`src/rtl/id_ex_pkg.sv`:
```
// Shared constants for the ID->EX stage: ALU/memory op encodings and the
// field values loaded into the pipeline register when a bubble is inserted.
package id_ex_pkg;
   localparam logic [3:0] ALU_ADD = 4'b0000;
   localparam logic [3:0] MEM_LW  = 4'b0010;

   localparam logic [3:0] ID_EX_BUBBLE_ALU_OP = ALU_ADD;
   localparam logic [3:0] ID_EX_BUBBLE_MEM_OP = MEM_LW;
   localparam logic [1:0] ID_EX_BUBBLE_SEL    = 2'b00;
   localparam logic [4:0] ID_EX_BUBBLE_REG    = 5'd0;
endpackage

```
`src/rtl/id_ex_hazard.sv`:
```
// Load-use hazard detect: a valid load in EX whose destination is read by the
// instruction currently in ID. x0 is never a hazard.
module id_ex_hazard
   import id_ex_pkg::*;
(
   input  logic       ex_valid,
   input  logic       ex_mem_rd_en,
   input  logic       ex_reg_write,
   input  logic [4:0] ex_rd_add,
   input  logic       id_valid,
   input  logic [4:0] id_rs1_add,
   input  logic [4:0] id_rs2_add,
   output logic       lu
);
   // Both source fields are compared unconditionally; the decoder zeroes unused ones.
   assign lu = ex_valid & ex_mem_rd_en & ex_reg_write & (ex_rd_add != ID_EX_BUBBLE_REG)
             & id_valid & ((ex_rd_add == id_rs1_add) | (ex_rd_add == id_rs2_add));
endmodule

```
`src/rtl/id_ex_stage.sv`:
```
// ID->EX pipeline register with load-use bubble insertion, branch squash and
// saturating stall/flush counters.
module id_ex_stage
   import id_ex_pkg::*;
#(
   parameter int DATA_WIDTH = 32,
   parameter int CNT_WIDTH  = 16
) (
   input  logic                  clk_i,
   input  logic                  rst_i,
   input  logic                  hold_i,
   input  logic                  flush_i,
   input  logic                  ID_valid_i,
   input  logic [DATA_WIDTH-1:0] ID_pc_i,
   input  logic [DATA_WIDTH-1:0] ID_rs1_data_i,
   input  logic [DATA_WIDTH-1:0] ID_rs2_data_i,
   input  logic [4:0]            ID_rd_add_i,
   input  logic [4:0]            ID_rs1_add_i,
   input  logic [4:0]            ID_rs2_add_i,
   input  logic [DATA_WIDTH-1:0] ID_imm_i,
   input  logic                  ID_reg_write_i,
   input  logic                  ID_jump_i,
   input  logic                  ID_branch_i,
   input  logic                  ID_mem_rd_en_i,
   input  logic                  ID_mem_wr_en_i,
   input  logic [1:0]            ID_alu_sel1_i,
   input  logic [1:0]            ID_alu_sel2_i,
   input  logic [1:0]            ID_sel_to_reg_i,
   input  logic [3:0]            ID_alu_op_i,
   input  logic [3:0]            ID_mem_op_i,
   output logic                  EX_valid_o,
   output logic [DATA_WIDTH-1:0] EX_pc_o,
   output logic [DATA_WIDTH-1:0] EX_rs1_data_o,
   output logic [DATA_WIDTH-1:0] EX_rs2_data_o,
   output logic [4:0]            EX_rd_add_o,
   output logic [4:0]            EX_rs1_add_o,
   output logic [4:0]            EX_rs2_add_o,
   output logic [DATA_WIDTH-1:0] EX_imm_o,
   output logic                  EX_reg_write_o,
   output logic                  EX_jump_o,
   output logic                  EX_branch_o,
   output logic                  EX_mem_rd_en_o,
   output logic                  EX_mem_wr_en_o,
   output logic [1:0]            EX_alu_sel1_o,
   output logic [1:0]            EX_alu_sel2_o,
   output logic [1:0]            EX_sel_to_reg_o,
   output logic [3:0]            EX_alu_op_o,
   output logic [3:0]            EX_mem_op_o,
   output logic                  stall_o,
   output logic [CNT_WIDTH-1:0]  stall_cnt_o,
   output logic [CNT_WIDTH-1:0]  flush_cnt_o
);
   logic lu;

   id_ex_hazard u_hazard (
      .ex_valid     (EX_valid_o),
      .ex_mem_rd_en (EX_mem_rd_en_o),
      .ex_reg_write (EX_reg_write_o),
      .ex_rd_add    (EX_rd_add_o),
      .id_valid     (ID_valid_i),
      .id_rs1_add   (ID_rs1_add_i),
      .id_rs2_add   (ID_rs2_add_i),
      .lu           (lu)
   );

   // A wrong-path instruction is squashed instead of stalled.
   assign stall_o = lu & ~flush_i & ~hold_i;

   always_ff @(posedge clk_i) begin
      if (!rst_i && hold_i) begin
         EX_valid_o <= EX_valid_o;
      end else if (rst_i || flush_i || lu) begin
         EX_valid_o      <= 1'b0;
         EX_pc_o         <= '0;
         EX_rs1_data_o   <= '0;
         EX_rs2_data_o   <= '0;
         EX_rd_add_o     <= ID_EX_BUBBLE_REG;
         EX_rs1_add_o    <= ID_EX_BUBBLE_REG;
         EX_rs2_add_o    <= ID_EX_BUBBLE_REG;
         EX_imm_o        <= '0;
         EX_reg_write_o  <= 1'b0;
         EX_jump_o       <= 1'b0;
         EX_branch_o     <= 1'b0;
         EX_mem_rd_en_o  <= 1'b0;
         EX_mem_wr_en_o  <= 1'b0;
         EX_alu_sel1_o   <= ID_EX_BUBBLE_SEL;
         EX_alu_sel2_o   <= ID_EX_BUBBLE_SEL;
         EX_sel_to_reg_o <= ID_EX_BUBBLE_SEL;
         EX_alu_op_o     <= ID_EX_BUBBLE_ALU_OP;
         EX_mem_op_o     <= ID_EX_BUBBLE_MEM_OP;
      end else begin
         EX_valid_o      <= ID_valid_i;
         EX_pc_o         <= ID_pc_i;
         EX_rs1_data_o   <= ID_rs1_data_i;
         EX_rs2_data_o   <= ID_rs2_data_i;
         EX_rd_add_o     <= ID_rd_add_i;
         EX_rs1_add_o    <= ID_rs1_add_i;
         EX_rs2_add_o    <= ID_rs2_add_i;
         EX_imm_o        <= ID_imm_i;
         EX_reg_write_o  <= ID_reg_write_i;
         EX_jump_o       <= ID_jump_i;
         EX_branch_o     <= ID_branch_i;
         EX_mem_rd_en_o  <= ID_mem_rd_en_i;
         EX_mem_wr_en_o  <= ID_mem_wr_en_i;
         EX_alu_sel1_o   <= ID_alu_sel1_i;
         EX_alu_sel2_o   <= ID_alu_sel2_i;
         EX_sel_to_reg_o <= ID_sel_to_reg_i;
         EX_alu_op_o     <= ID_alu_op_i;
         EX_mem_op_o     <= ID_mem_op_i;
      end
   end

   // Counters saturate at all-ones so a long run never reports a small wrapped value.
   always_ff @(posedge clk_i) begin
      if (rst_i) begin
         stall_cnt_o <= '0;
         flush_cnt_o <= '0;
      end else if (!hold_i) begin
         if (flush_i) begin
            if (ID_valid_i && (flush_cnt_o != '1))
               flush_cnt_o <= flush_cnt_o + CNT_WIDTH'(1);
         end else if (lu && (stall_cnt_o != '1)) begin
            stall_cnt_o <= stall_cnt_o + CNT_WIDTH'(1);
         end
      end
   end
endmodule

```
`config.mk`:
```
export PLATFORM = sky130hd
export DESIGN_NAME = id_ex_stage
export DESIGN_NICKNAME = d
export VERILOG_FILES = /design/src/rtl/id_ex_pkg.sv /design/src/rtl/id_ex_hazard.sv /design/src/rtl/id_ex_stage.sv
export SDC_FILE = /design/constraint.sdc
export NUM_CORES = 1
export LEC_CHECK = 0
export BUFFER_PORTS_ARGS = -buffer_cell sky130_fd_sc_hd__buf_2
export CAP_MARGIN = 20
export CORE_MARGIN = 2
export CORE_UTILIZATION = 35
export CTS_CLUSTER_SIZE = 25
export DETAILED_ROUTE_END_ITERATION = 8
export GPL_TIMING_DRIVEN = 0
export SETUP_SLACK_MARGIN = 0.15
export SYNTH_ARGS = -nofsm -noshare
export SYNTH_HDL_FRONTEND = slang
export SYNTH_SLANG_ARGS = --single-unit
```
`constraint.sdc`:
```
create_clock -name clk_i -period 23.5 [get_ports clk_i]
set_clock_uncertainty 0.15 [all_clocks]
set_input_delay 7.05 -clock clk_i [delete_from_list [all_inputs] [get_ports clk_i]]
set_output_delay 7.05 -clock clk_i [all_outputs]
set_load 0.01 [all_outputs]
```
==> flow_metrics.env <==
export IMPL_crit_fanout=10
export IMPL_grt_pass1_vias=5793
export IMPL_path_class="primary input to primary output"
export IMPL_fmax_mhz=64.69
export IMPL_track_usage_pct=17.98
export IMPL_initial_core_util_pct=35.85
export IMPL_rsz0062_at_grt="no"
export IMPL_slew_viol_final=0
export IMPL_clock_latency_ps=420
export IMPL_first_iter_violations=255
export IMPL_clkSinkCount=195
export IMPL_ir_drop_mv=0.04571
export IMPL_hpwl_mm=16.22
export IMPL_seq_area_frac_synth_pct=70.54
export IMPL_die_height_um=153.7
export IMPL_yosysUniqueCellTypes=51
export IMPL_multi_input_comb_area_um2=2150
export IMPL_routabilityCongestion=0.8508
export IMPL_synth_area_leaders="edfxtp_1, and2_1, dfxtp_1, xor2_1, or4_1"
export IMPL_cts_setup_buffers=0
export IMPL_status="finished, final reports clean"
export IMPL_dp_cells=1208
export IMPL_core_um2=21890
export IMPL_cts_resized=0
export IMPL_min_delay_start="stall_cnt_o[10]$_SDFFE_PP0P_"
export IMPL_overflow=0
export IMPL_grt_max_degree=70
export IMPL_start_kind="primary input"
export IMPL_grt_pass1_wl_mm=32.73
export IMPL_critPathCaptureType="primary output"
export IMPL_fp_row_count=54
export IMPL_antenna_found_initial=5
export IMPL_clockBufferDepth=2
export IMPL_antenna_left=0
export IMPL_r2r_start="EX_rd_add_o[3]$_SDFFCE_PP0N_"
export IMPL_hold_class="register to register"
export IMPL_whs_endpoint="stall_cnt_o[10]$_SDFFE_PP0P_"
export IMPL_synth_top_area_cell="edfxtp_1"
export IMPL_ys_async_sr_fraction_pct=0
export IMPL_htreeDepth=4
export IMPL_drive_gt1_share_pct=43.33
export IMPL_finalSetupTns_ps=0
export IMPL_syn2layout_area_growth_pct=36.02
export IMPL_root_buffer="clkbuf_16"
export IMPL_synth_common_cells="and2_1, edfxtp_1, dfxtp_1, nor2_1, a21oi_1"
export IMPL_via_per_inst=4.640
export IMPL_synth_edf_count=163
export IMPL_die_width_um=153.7
export IMPL_arrival_ps=8260
export IMPL_finish_net_count=1116
export IMPL_syn_area_um2=7848
export IMPL_numCtsBuffers=17
export IMPL_relSlewSlack_pct=52.08
export IMPL_yosys_warnings=0
export IMPL_port_buffers=362
export IMPL_wire_per_inst_um=17.03
export IMPL_synth_seq_cells=195
export IMPL_synth_nets=733
export IMPL_reg2reg_to="EX_rd_add_o[4]$_SDFFCE_PP0N_"
export IMPL_instances_no_fill=1243
export IMPL_dr_pass1_iters=4
export IMPL_crit_required_ps=16300
export IMPL_drv_cap=0
export IMPL_whs_path_depth=2
export IMPL_ios=363
export IMPL_syn_inst=564
export IMPL_regArea_um2=5535
export IMPL_nFillCells=2058
export IMPL_design_die_area_um2=23640
export IMPL_rrSetupSlack_ps=20920
export IMPL_cts_tree="yes"
export IMPL_vias=5767
export IMPL_wirelength_mm=21.17
export IMPL_worstMarginPinSlew_ps=709.8
export IMPL_fin_crit_ps=15460
export IMPL_ctsHoldBuffers=0
export IMPL_p_total_w=0.0007716
export IMPL_drc_errors=0
export IMPL_ys_flop_type="edfxtp_1"
export IMPL_fin_crit_sh_pct=65.78
export IMPL_final_setup_viol_count=0
export IMPL_clk_pin_slew_ps=80
export IMPL_r2r_cells=6
export IMPL_yosysTopAreaCellShare_pct=62.37
export IMPL_leakage_nw=4.729
export IMPL_p_per_area_nw_per_um2=72.29
export IMPL_hold_viol=0
export IMPL_avgSynthCellArea_um2=13.91
power by group:
part / leakage, nW / internal [W] / total, W / switching, W
Sequential: 2.01 / 0.000399 / 0.000406 / 0.00000682
Clock: 0.288 / 0.000144 / 0.000289 / 0.000145
Combinational: 2.43 / 0.0000340 / 0.0000768 / 0.0000429
Total: 4.73 / 0.000577 / 0.000772 / 0.000195
worst max-delay path, stage by stage:
cell,delay (ps)
buf_2,130
xor2_1,180
nor3_1,70
a22oi_1,300
buf_2,290
nor2_1,90
buf_2,150
flip-flops by register name, summed over array words and instances (netlist names), 2 cells and up:
register         cells
EX_alu_sel1_o        2
EX_rs1_data_o       32
flush_cnt_o         16
EX_imm_o            32
stall_cnt_o         16
EX_alu_sel2_o        2
EX_rs2_add_o         5
EX_rs2_data_o       32
EX_pc_o             32
EX_rd_add_o          5
EX_alu_op_o          4
EX_rs1_add_o         5
EX_mem_op_o          4
EX_sel_to_reg_o      2
layer usage:
layer | up-vias | routed length, µm | track usage, %
met3 | 27 | 1645 | 6.285
met2 | 228 | 10710 | 30.07
met1 | 2718 | 8443 | 21.95
met5 | - | 21 | 0
met4 | 4 | 351 | 5.548
li1 | 2790 | - | -
stage by stage:
stage	instance area [µm²]	hold slack (ps)	setup WS, ps	utilization, %
5_1_grt	10670	376.5	7930	48.75
4_1_cts	10670	347.0	8031	48.73
3_5_place_dp	10070	334.9	8031	46.01
2_1_floorplan	7848	352.2	8416	-
6_report	10670	347.0	8041	48.76
3_3_place_gp	10010	328.6	8008	45.72
worst max-delay path by stage:
stage                                from  endpoint  slack, ps  cells past startpoint
final                     ID_rs2_add_i[4]   stall_o       8040                      7
after global routing      ID_rs1_add_i[3]   stall_o       7930                      7
after CTS                 ID_rs2_add_i[4]   stall_o       8030                      7
after detailed placement  ID_rs2_add_i[4]   stall_o       8030                      7
after global placement    ID_rs1_add_i[3]   stall_o       8010                      7
after floorplan           ID_rs2_add_i[0]   stall_o       8420                      5
final cells by class:
| cell class | instances | share of cell area, % |
|---|---|---|
| Antenna cell | 3 | 0.07033 |
| Buffer | 28 | 1.348 |
| Clock inverter | 14 | 1.547 |
| Clock buffer | 18 | 4.021 |
| Tap cell | 280 | 3.282 |
| Multi-Input combinational cell | 334 | 20.14 |
| Sequential cell | 195 | 51.86 |
| Timing Repair Buffer | 364 | 17.49 |
| Inverter | 7 | 0.2462 |
cells in the final DEF, fill, tap and decap left out, drive strengths merged, types with 4 or more instances in the layout:
cell and instances:
a21oi 15, and2 163, buf 370, clkbuf 40, clkinv 7, dfxtp 32, edfxtp 163, inv 14
nand2 11, nand3 9, nand4 8, nor2 23, nor2b 4, nor3 8, nor4 4, o21ai 6
o31ai 8, or3 7, or4 13, xnor2 10, xor2 12
logic make-up after synthesis:
| family | Yosys count | share of synthesized area (%) |
|---|---|---|
| adder cells (fa/ha/maj) | 2 | 0.3188 |
| flip-flops | 195 | 70.54 |
| buffers and inverters | 35 | 2.168 |
| multiplexers | 3 | 0.4145 |
| AO/OA/AOI/OAI | 46 | 3.891 |
| XOR/XNOR | 22 | 2.455 |
| AND/OR/NAND/NOR | 261 | 20.22 |
No activity file was read; power rests on OpenSTA's default activity.
